**config.mk**
```make
export PLATFORM = sky130hd
export DESIGN_NAME = write_flat
export DESIGN_NICKNAME = d
export VERILOG_FILES = /design/src/rtl/write_pkg.sv /design/src/rtl/i_execute_to_write.sv /design/src/rtl/write_store_port.sv /design/src/rtl/write.sv /design/src/flat_wrapper.sv
export SDC_FILE = /design/constraint.sdc
export NUM_CORES = 2
export LEC_CHECK = 0
export ABC_AREA = 1
export CAP_MARGIN = 0
export CORE_AREA = 2 2 476 478
export CTS_CLUSTER_DIAMETER = 120
export DETAILED_ROUTE_END_ITERATION = 10
export DIE_AREA = 0 0 478 480
export PLACE_DENSITY = 0.46
export SYNTH_ARGS = -nofsm -noshare
export SYNTH_HDL_FRONTEND = slang
export SYNTH_SLANG_ARGS = --single-unit
```
**constraint.sdc**
```tcl
create_clock -name clock -period 2.7 [get_ports clock]
set_clock_uncertainty 0.15 [all_clocks]
set_input_delay 0.27 -clock clock [delete_from_list [all_inputs] [get_ports clock]]
set_output_delay 0.27 -clock clock [all_outputs]
set_load 0.02 [all_outputs]
```
**src/rtl/write_pkg.sv**
```systemverilog
// Shared types for the write-back stage: register file shape, flag layout
// and the store-port state encoding.
package write_pkg;

    localparam int NR = 32;
    localparam int RW = $clog2(NR);

    typedef logic [NR-1:0][31:0] regfile_t;

    // Bit order matches the 4-bit flags bus: {N,Z,C,V}
    typedef struct packed {
        logic n;
        logic z;
        logic c;
        logic v;
    } flags_t;

    typedef enum logic {
        IDLE,
        STORE
    } write_state_t;

endpackage

```
**src/rtl/i_execute_to_write.sv**
```systemverilog
// Execute -> write hand-off. Execute drives the instruction fields, write
// answers with hold while a store is still on the bus.
interface i_execute_to_write;
    import write_pkg::*;

    logic [31:0]   pc;
    logic [31:0]   adjustment;
    logic [31:0]   destination_value;
    logic [RW-1:0] destination;
    logic [3:0]    flags;
    logic          destination_is_memory;
    logic          has_flushed;
    logic          is_valid;
    logic          hold;

    modport write_in (
        input  pc, adjustment, destination_value, destination, flags,
               destination_is_memory, has_flushed, is_valid,
        output hold
    );

    modport execute_out (
        output pc, adjustment, destination_value, destination, flags,
               destination_is_memory, has_flushed, is_valid,
        input  hold
    );

endinterface

```
**src/rtl/write_store_port.sv**
```systemverilog
// Store bus master: latches one store, holds it until the bus drops
// waitrequest, and gives up with a sticky bus_error after WATCHDOG cycles.
module write_store_port
    import write_pkg::*;
#(
    parameter int WATCHDOG = 255
) (
    input  logic        clock,
    input  logic        reset_n,
    input  logic        start,
    input  logic [31:0] address,
    input  logic [31:0] write_data,
    input  logic        data_waitrequest,
    output logic        busy,
    output logic [31:0] data_address,
    output logic [31:0] data_write_data,
    output logic        data_write_enable,
    output logic        bus_error
);

    // Last count value before expiry, so STORE lasts at most WATCHDOG cycles.
    localparam logic [7:0] WD_LAST = 8'(WATCHDOG - 1);

    write_state_t state, state_next;
    logic [7:0]   wait_cnt;
    logic         expire;

    always_comb begin
        state_next = state;
        expire     = 1'b0;
        case (state)
            IDLE: begin
                if (start) state_next = STORE;
            end
            STORE: begin
                if (!data_waitrequest) begin
                    state_next = IDLE;
                end else if (wait_cnt == WD_LAST) begin
                    state_next = IDLE;
                    expire     = 1'b1;
                end
            end
        endcase
    end

    always_ff @(posedge clock or negedge reset_n) begin
        if (!reset_n) begin
            state           <= IDLE;
            wait_cnt        <= '0;
            data_address    <= '0;
            data_write_data <= '0;
            bus_error       <= 1'b0;
        end else begin
            state     <= state_next;
            bus_error <= bus_error | expire;
            if (state == IDLE && start) begin
                data_address    <= address;
                data_write_data <= write_data;
                wait_cnt        <= '0;
            end else if (state == STORE && data_waitrequest) begin
                wait_cnt <= wait_cnt + 8'd1;
            end
        end
    end

    assign busy              = (state == STORE);
    assign data_write_enable = busy;

endmodule

```
**src/rtl/write.sv**
```systemverilog
// Final pipeline stage: commits register results, issues stores through the
// store port, tracks the flush epoch and pulses a PC redirect.
module write
    import write_pkg::*;
#(
    parameter int WATCHDOG = 255
) (
    input  logic               clock,
    input  logic               reset_n,
    i_execute_to_write.write_in ini,
    output regfile_t           registers,
    output flags_t             flags,
    output logic [31:0]        data_address,
    output logic [31:0]        data_write_data,
    output logic               data_write_enable,
    input  logic               data_waitrequest,
    output logic               redirect,
    output logic [31:0]        redirect_pc,
    output logic               bus_error
);

    logic        busy;
    logic        epoch;
    logic        take, take_reg, take_store;
    logic [31:0] store_address;
    logic        unused_pc;

    // Sequential PC belongs to fetch; pc is carried on the bus but not consumed.
    assign unused_pc = ^ini.pc;

    assign ini.hold   = busy;
    assign take       = ini.is_valid && !busy && (ini.has_flushed == epoch);
    assign take_reg   = take && !ini.destination_is_memory;
    assign take_store = take && ini.destination_is_memory;

    assign store_address = registers[ini.destination] + ini.adjustment;

    always_ff @(posedge clock or negedge reset_n) begin
        if (!reset_n) begin
            registers   <= '0;
            flags       <= '0;
            epoch       <= 1'b0;
            redirect    <= 1'b0;
            redirect_pc <= '0;
        end else begin
            redirect <= 1'b0;
            if (take) flags <= flags_t'(ini.flags);
            if (take_reg && ini.destination != '0)
                registers[ini.destination] <= ini.destination_value;
            // Writing the PC starts a new epoch so in-flight younger work is dropped.
            if (take_reg && ini.destination == RW'(NR - 1)) begin
                epoch       <= ~epoch;
                redirect    <= 1'b1;
                redirect_pc <= ini.destination_value;
            end
        end
    end

    write_store_port #(
        .WATCHDOG(WATCHDOG)
    ) u_store (
        .clock             (clock),
        .reset_n           (reset_n),
        .start             (take_store),
        .address           (store_address),
        .write_data        (ini.destination_value),
        .data_waitrequest  (data_waitrequest),
        .busy              (busy),
        .data_address      (data_address),
        .data_write_data   (data_write_data),
        .data_write_enable (data_write_enable),
        .bus_error         (bus_error)
    );

endmodule
```
**src/flat_wrapper.sv**
```systemverilog
// flat-port wrapper written by rule: the top's interface ports become plain ports
module write_flat import write_pkg::*;
#(
    parameter int WATCHDOG = 255
)
  (clock, reset_n, registers, flags, data_address, data_write_data, data_write_enable, data_waitrequest, redirect, redirect_pc, bus_error, ini_pc, ini_adjustment, ini_destination_value, ini_destination, ini_flags, ini_destination_is_memory, ini_has_flushed, ini_is_valid, ini_hold);
  i_execute_to_write ini_i ();
  input  logic clock;
  input  logic reset_n;
  output regfile_t registers;
  output flags_t flags;
  output logic [31:0] data_address;
  output logic [31:0] data_write_data;
  output logic data_write_enable;
  input  logic data_waitrequest;
  output logic redirect;
  output logic [31:0] redirect_pc;
  output logic bus_error;
  input wire logic [$bits(ini_i.pc)-1:0] ini_pc;
  input wire logic [$bits(ini_i.adjustment)-1:0] ini_adjustment;
  input wire logic [$bits(ini_i.destination_value)-1:0] ini_destination_value;
  input wire logic [$bits(ini_i.destination)-1:0] ini_destination;
  input wire logic [$bits(ini_i.flags)-1:0] ini_flags;
  input wire logic [$bits(ini_i.destination_is_memory)-1:0] ini_destination_is_memory;
  input wire logic [$bits(ini_i.has_flushed)-1:0] ini_has_flushed;
  input wire logic [$bits(ini_i.is_valid)-1:0] ini_is_valid;
  output wire logic [$bits(ini_i.hold)-1:0] ini_hold;
  assign ini_i.pc = ini_pc;
  assign ini_i.adjustment = ini_adjustment;
  assign ini_i.destination_value = ini_destination_value;
  assign ini_i.destination = ini_destination;
  assign ini_i.flags = ini_flags;
  assign ini_i.destination_is_memory = ini_destination_is_memory;
  assign ini_i.has_flushed = ini_has_flushed;
  assign ini_i.is_valid = ini_is_valid;
  assign ini_hold = ini_i.hold;
  write #(.WATCHDOG(WATCHDOG)) u_core (.clock(clock), .reset_n(reset_n), .ini(ini_i), .registers(registers), .flags(flags), .data_address(data_address), .data_write_data(data_write_data), .data_write_enable(data_write_enable), .data_waitrequest(data_waitrequest), .redirect(redirect), .redirect_pc(redirect_pc), .bus_error(bus_error));
endmodule
```
After elaboration in Yosys (flattened, before gate mapping)
Cells that the tools add are included.
{ "op_classes": {"n_div": 0, "reduce_logical": 13, "n_mux": 15, "eq_ne": 3, "order_cmp": 2, "n_mul": 0, "add_sub_neg": 2, "n_shift": 0, "bitwise_logic": 3} }
{ "op_table": {"columns": ["op", "count"], "rows": [
  ["bitwise mux 1024 bit", 1],
  ["binary-select mux 32 bit (select 5 bit)", 1],
  ["demux 32 bit (select 5 bit)", 1],
  ["2-to-1 mux 32 bit", 2],
  ["adder 32 bit", 1],
  ["2-to-1 mux 8 bit", 2],
  ["logical AND 1 bit", 9],
  ["adder 8 x 1 -> 8 bit, second input constant", 1],
  ["equality test 8 bit, second input constant", 1],
  ["2-to-1 mux 1 bit", 7],
  ["< comparator 5 x 6 -> 1 bit, second input constant", 1],
  ["equality test 5 bit, second input constant", 1],
  ["greater-or-equal comparator 5 x 1 -> 1 bit, second input constant", 1],
  ["nonzero test 5 bit", 1],
  ["zero test 1 bit", 2],
  ["inverter 1 bit", 2],
  ["one-hot mux 1 bit (2 select lines)", 1],
  ["nonzero test 2 bit", 1],
  ["equality test 1 bit", 1],
  ["bitwise OR 1 bit", 1]
]} }
{ "totals": {"in_bits": 111, "rom_bits": 0, "ram_bits": 0, "latch_bits": 0, "n_memories": 0, "reg_bits": 1136} }

Longest topological paths before layout
{ "depth": {"ltp_word": 6, "ltp_mapped": 24, "ltp_nobuf": 21} }

Cells and area by module
A second synthesis with hierarchy kept.
{ "unflattened": {"hier_cells": 5544, "area_unflattened_um2": 49710.2} }
{ "by_module_without_submodules": {"columns": ["mod", "cells_each", "n_inst", "area_per_inst_um2", "seq_area_each_um2"], "rows": [
  ["write", 5206, 1, 46753.6, 26575.5],
  ["write_store_port", 338, 1, 2956.6, 1851.8]
]} }

Worst setup path before layout
No wires, ideal clock.
{ "synth_path": {"path_kind": "input-to-reg", "start": "input port ini_destination[1]", "end": "register u_core.u_store.data_address[14]", "n_path_buf": 3, "arrival_ns": 3.121, "required_ns": 2.432, "cell_stages": 22, "setup_slack_ns": -0.689, "path_cell_list": "buf_2 nand2_1 clkinv_1 clkbuf_1 clkbuf_1 nand2_1 nand2_1 a221oi_1 nor2_1 nor3_1 nand2_1 ha_1 fa_1 nand2_1 nand3_1 nand3_1 nand2_1 nand3_1 nand2_1 or2_2 nand3_1 nand2_1"} }
{ "synth_between": {"elab_chain_len": 3} }
{ "synth_rtl": {"columns": ["item", "line_no", "source"], "rows": [
  ["start, declared", "flat_wrapper.sv:22", "input wire logic [$bits(ini_i.destination)-1:0] ini_destination;"],
  ["binary-select mux 32 bit (select 5 bit)", "write.sv:36", "assign store_address = registers[ini.destination] + ini.adjustment;"],
  ["2-to-1 mux 32 bit (implied by the code)", "write.sv:36", null],
  ["adder 32 bit", "write.sv:36", null],
  ["end signal, assigned", "write_store_port.sv:57", "data_address <= address;"],
  ["end, declared", "write_store_port.sv:15", "output logic [31:0] data_address,"]
]} }
Every way passes these cells. The select of a mux whose other input is x is not followed.
A chain may end at the register's enable or synchronous reset.

Final worst setup path
{ "layout_path": {"start": "register u_core.registers[32] (netlist name)", "end": "register u_core.u_store.data_address[26]"} }
{ "layout_between": {"elab_chain_len": 3} }
{ "layout_rtl": {"columns": ["item", "line_no", "source"], "rows": [
  ["start, declared", "write.sv:11", "output regfile_t registers,"],
  ["start signal, assigned by index", "write.sv:49", "registers[ini.destination] <= ini.destination_value;"],
  ["binary-select mux 32 bit (select 5 bit)", "write.sv:36", null],
  ["2-to-1 mux 32 bit (implied by the code)", "write.sv:36", null],
  ["adder 32 bit", "write.sv:36", null]
]} }
Every way passes these cells. The select of a mux whose other input is x is not followed.

==> impl_metrics.json <==
{
  "rsz0062_at_grt": "yes",
  "die_height_um": 480,
  "status": "complete, but fails checks",
  "ys.warnings.count": 0,
  "ant_nets": 0,
  "post-dp-hpwl_um": 282000,
  "first_pass_iters": 5,
  "async_flop_share_pct": 100,
  "cp_data_required_time_ps": 3230,
  "synth_commonest_cells": "nand2_1, dfrtp_1, o21ai_0",
  "cap_violations": 0,
  "synthCells": 5703,
  "p_leak_nw": 39.9,
  "cts_made_buffers": 143,
  "synth_flop_cell": "dfrtp_1",
  "nets": 8350,
  "dieArea_um2": 229000,
  "worst-r2r-setup-slack_ps": -520,
  "peakVddDrop_mv": 0.468,
  "ios": 1239,
  "timing.critical_path.to_type": "register",
  "critPathTopFamily": "simple AND/OR/NAND/NOR gates",
  "htree_levels": 4,
  "drt-total-wl_um": 360000,
  "worst_path_max_delay_cell": "dfrtp_2",
  "drt-wirelength-per-cell_um": 31.8,
  "r2r_cells": 16,
  "yosysTopAreaCellShare_pct": 57.0,
  "cts_sinks": 1136,
  "die_w_um": 478,
  "slew_headroom_pct": 43.1,
  "synth.distinct_cells": 37,
  "finalHoldViolations": 0,
  "via_per_inst": 4.87,
  "stdcell_count": 11300,
  "port-buffer-count": 1206,
  "holdPathStages": 3,
  "p_per_area_nw_per_um2": 636,
  "violations": "negative setup slack",
  "synth_edf_count": 0,
  "ys_seq_area_share_pct": 57.0,
  "fmax_mhz": 311,
  "place_inst": 11000,
  "grt_pass1_wl_um": 480000,
  "root_buffer": "clkbuf_16",
  "hold_class": "input pin to register",
  "arrival_ps": 3750,
  "syn_area_um2": 49900,
  "num_vias": 55200,
  "initial_utilization_pct": 22.3,
  "fillCellCount": 22700,
  "fp-row-count": 174,
  "r2r-start": "u_core.registers[32]",
  "tritoncts": "built",
  "path_clk_slew_ps": 60,
  "clk_latency_ps": 810,
  "maxSlewViolCount": 0,
  "syn_nets": 5848,
  "crit_fanout": 3,
  "cp_cell_sequence": "a22oi_2 -> nand3_2 -> a22o_4 -> nor2_4 -> nand2_4 -> ha_4 -> fa_2 -> nand2_2 -> nand3_2 -> nand3_2 -> nand2_4 -> a21oi_4 -> or2_4 -> nand3b_1 -> nand3_1 -> nand2_1",
  "drt_iter0_drc": 5088,
  "holdPathEnd": "u_core.u_store.data_write_data[14]",
  "path_class": "register to register",
  "post-route-period-util_pct": 119,
  "finalSetupViolCount": 29,
  "r2r_end": "u_core.u_store.data_address[26]",
  "coreArea_um2": 224000,
  "synth_seq_cells": 1136,
  "start_kind": "register",
  "critPathBufInv": 0,
  "finalSetupTns_ps": -11600,
  "antenna_found_initial": 37,
  "clockBufferDepth": 3,
  "setup_slack_ps": -520,
  "areaGrowthSynthToFinish_pct": 72.2,
  "grt_max_degree": 101,
  "first_global_vias": 53800,
  "cp_slowest_stage_delay_ps": 470,
  "finalWeightedCongestion": 0.935,
  "gr-usage-all-layers_pct": 30.4,
  "synthTopCellsByArea": "dfrtp_1, nand2_1, o21ai_0",
  "route.detailed.drc": 0,
  "fin_crit_ps": 3220,
  "hold_start": "ini_destination_value[14]",
  "worst_pin_slew_ps": 853,
  "crit_path_frequent_cell": "nand3_2",
  "synth_top_area_cell": "dfrtp_1",
  "layout-drive-gt1-share_pct": 28.6,
  "synth.avg_cell_area_um2": 8.75,
  "grt.overflow.total": 0,
  "yosysMostFrequentCell": "nand2_1"
}
[cells in the final DEF, fill, tap and decap left out, types with 21 or more instances in the layout]
cell type and instances:
clkbuf_16 149, clkdlybuf4s50_1 1197, clkinv_2 21, clkbuf_8 35, buf_4 1460, a31oi_1 34
a22oi_1 151, nand2_1 1619, a22o_1 35, o21ai_0 556, inv_2 43, a22oi_2 65
o21a_1 34, buf_6 32, buf_12 151, nand2_2 60, clkbuf_1 27, nand2_4 48
ha_4 30, nor2_1 59, nand3_1 402, o21ai_1 530, dfrtp_1 1127, inv_1 88
nand3_2 54
[logic make-up after synthesis]
logic type,Yosys count,share of synthesized area (%)
compound gates,1524,17.3
xor+xnor,15,0.263
simple gates,2355,19.5
flops,1136,57.0
fa+ha+maj,34,0.868
buf+inv,639,5.09
[sequential cells by signal, summed over array words and instances, names as in the netlist]
| register | flops |
|---|---|
| u_core.registers | 1024 |
| u_core.redirect_pc | 32 |
| u_core.u_store.data_address | 32 |
| u_core.u_store.data_write_data | 32 |
| u_core.u_store.wait_cnt | 8 |
| u_core.flags | 4 |
| u_core.epoch | 1 |
| u_core.redirect | 1 |
| u_core.u_store.bus_error | 1 |
| u_core.u_store.busy | 1 |
[routing by layer]
metal  share of wire [%]  up-vias  global-route usage [%]
li1                    -    24400                       -
met1                  42    27800                    38.9
met4                 3.9       18                    10.6
met3                 7.4      434                    6.97
met5               0.031        -                       0
met2                  47     2431                    50.2
[area by class of cell]
cell class	instances	area (um^2)	share of cell area, %
Multi-Input combinational cell	3928	21600	25.2
Clock buffer	210	4290	4.99
Sequential cell	1136	28400	33.1
Clock inverter	49	697	0.811
Antenna cell	13	32.5	0.0379
Timing Repair Buffer	2857	26600	30.9
Tap cell	2992	3740	4.36
Inverter	139	554	0.645
[where the power goes]
group | total [W] | leakage (nW) | switching, W | internal (W)
Sequential | 0.0197 | 15.4 | 0.00119 | 0.0185
Combinational | 0.0144 | 22.0 | 0.00823 | 0.00619
Clock | 0.0206 | 2.45 | 0.00826 | 0.0123
[what timing repair did]
action	in CTS	in global routing
resized for setup	414	111
setup buffers	15	17
hold endpoints to repair	895	0
pin swaps	148	58
gates cloned	0	1
hold buffers	7	0
setup endpoints to repair	32	33
[worst register-to-register path, delay by kind of cell (launching register included)]
family / cells / cell delay, ps
compound gates: 3 / 890
fa+ha+maj: 2 / 530
flops: 1 / 470
simple gates: 11 / 1030
[stage by stage]
step           hold WS, ps  instance area (um^2)  total power [W]  setup WS, ps  util (%)
2_1_floorplan         -176                 50600           0.0242          -312         -
3_3_place_gp           152                 78200           0.0337         -1630      34.9
3_5_place_dp           155                 78200           0.0337         -1640      34.9
4_1_cts               8.98                 85300           0.0549          -489      38.1
5_1_grt               31.9                 85900           0.0565          -604      38.4
6_report              56.4                 85900           0.0547          -520      38.4
[worst max-delay path by stage]
stage                          startpoint                              end  slack [ps]  cells past startpoint
finish               u_core.registers[32]  u_core.u_store.data_address[26]        -520                     16
global route        u_core.registers[256]  u_core.u_store.data_address[26]        -600                     18
CTS                  u_core.registers[32]  u_core.u_store.data_address[26]        -490                     16
detailed placement     ini_destination[0]  u_core.u_store.data_address[17]       -1640                     20
global placement       ini_destination[0]  u_core.u_store.data_address[10]       -1630                     21
floorplan              ini_destination[0]  u_core.u_store.data_address[14]        -310                     21
(Power assumes the default switching activity.)
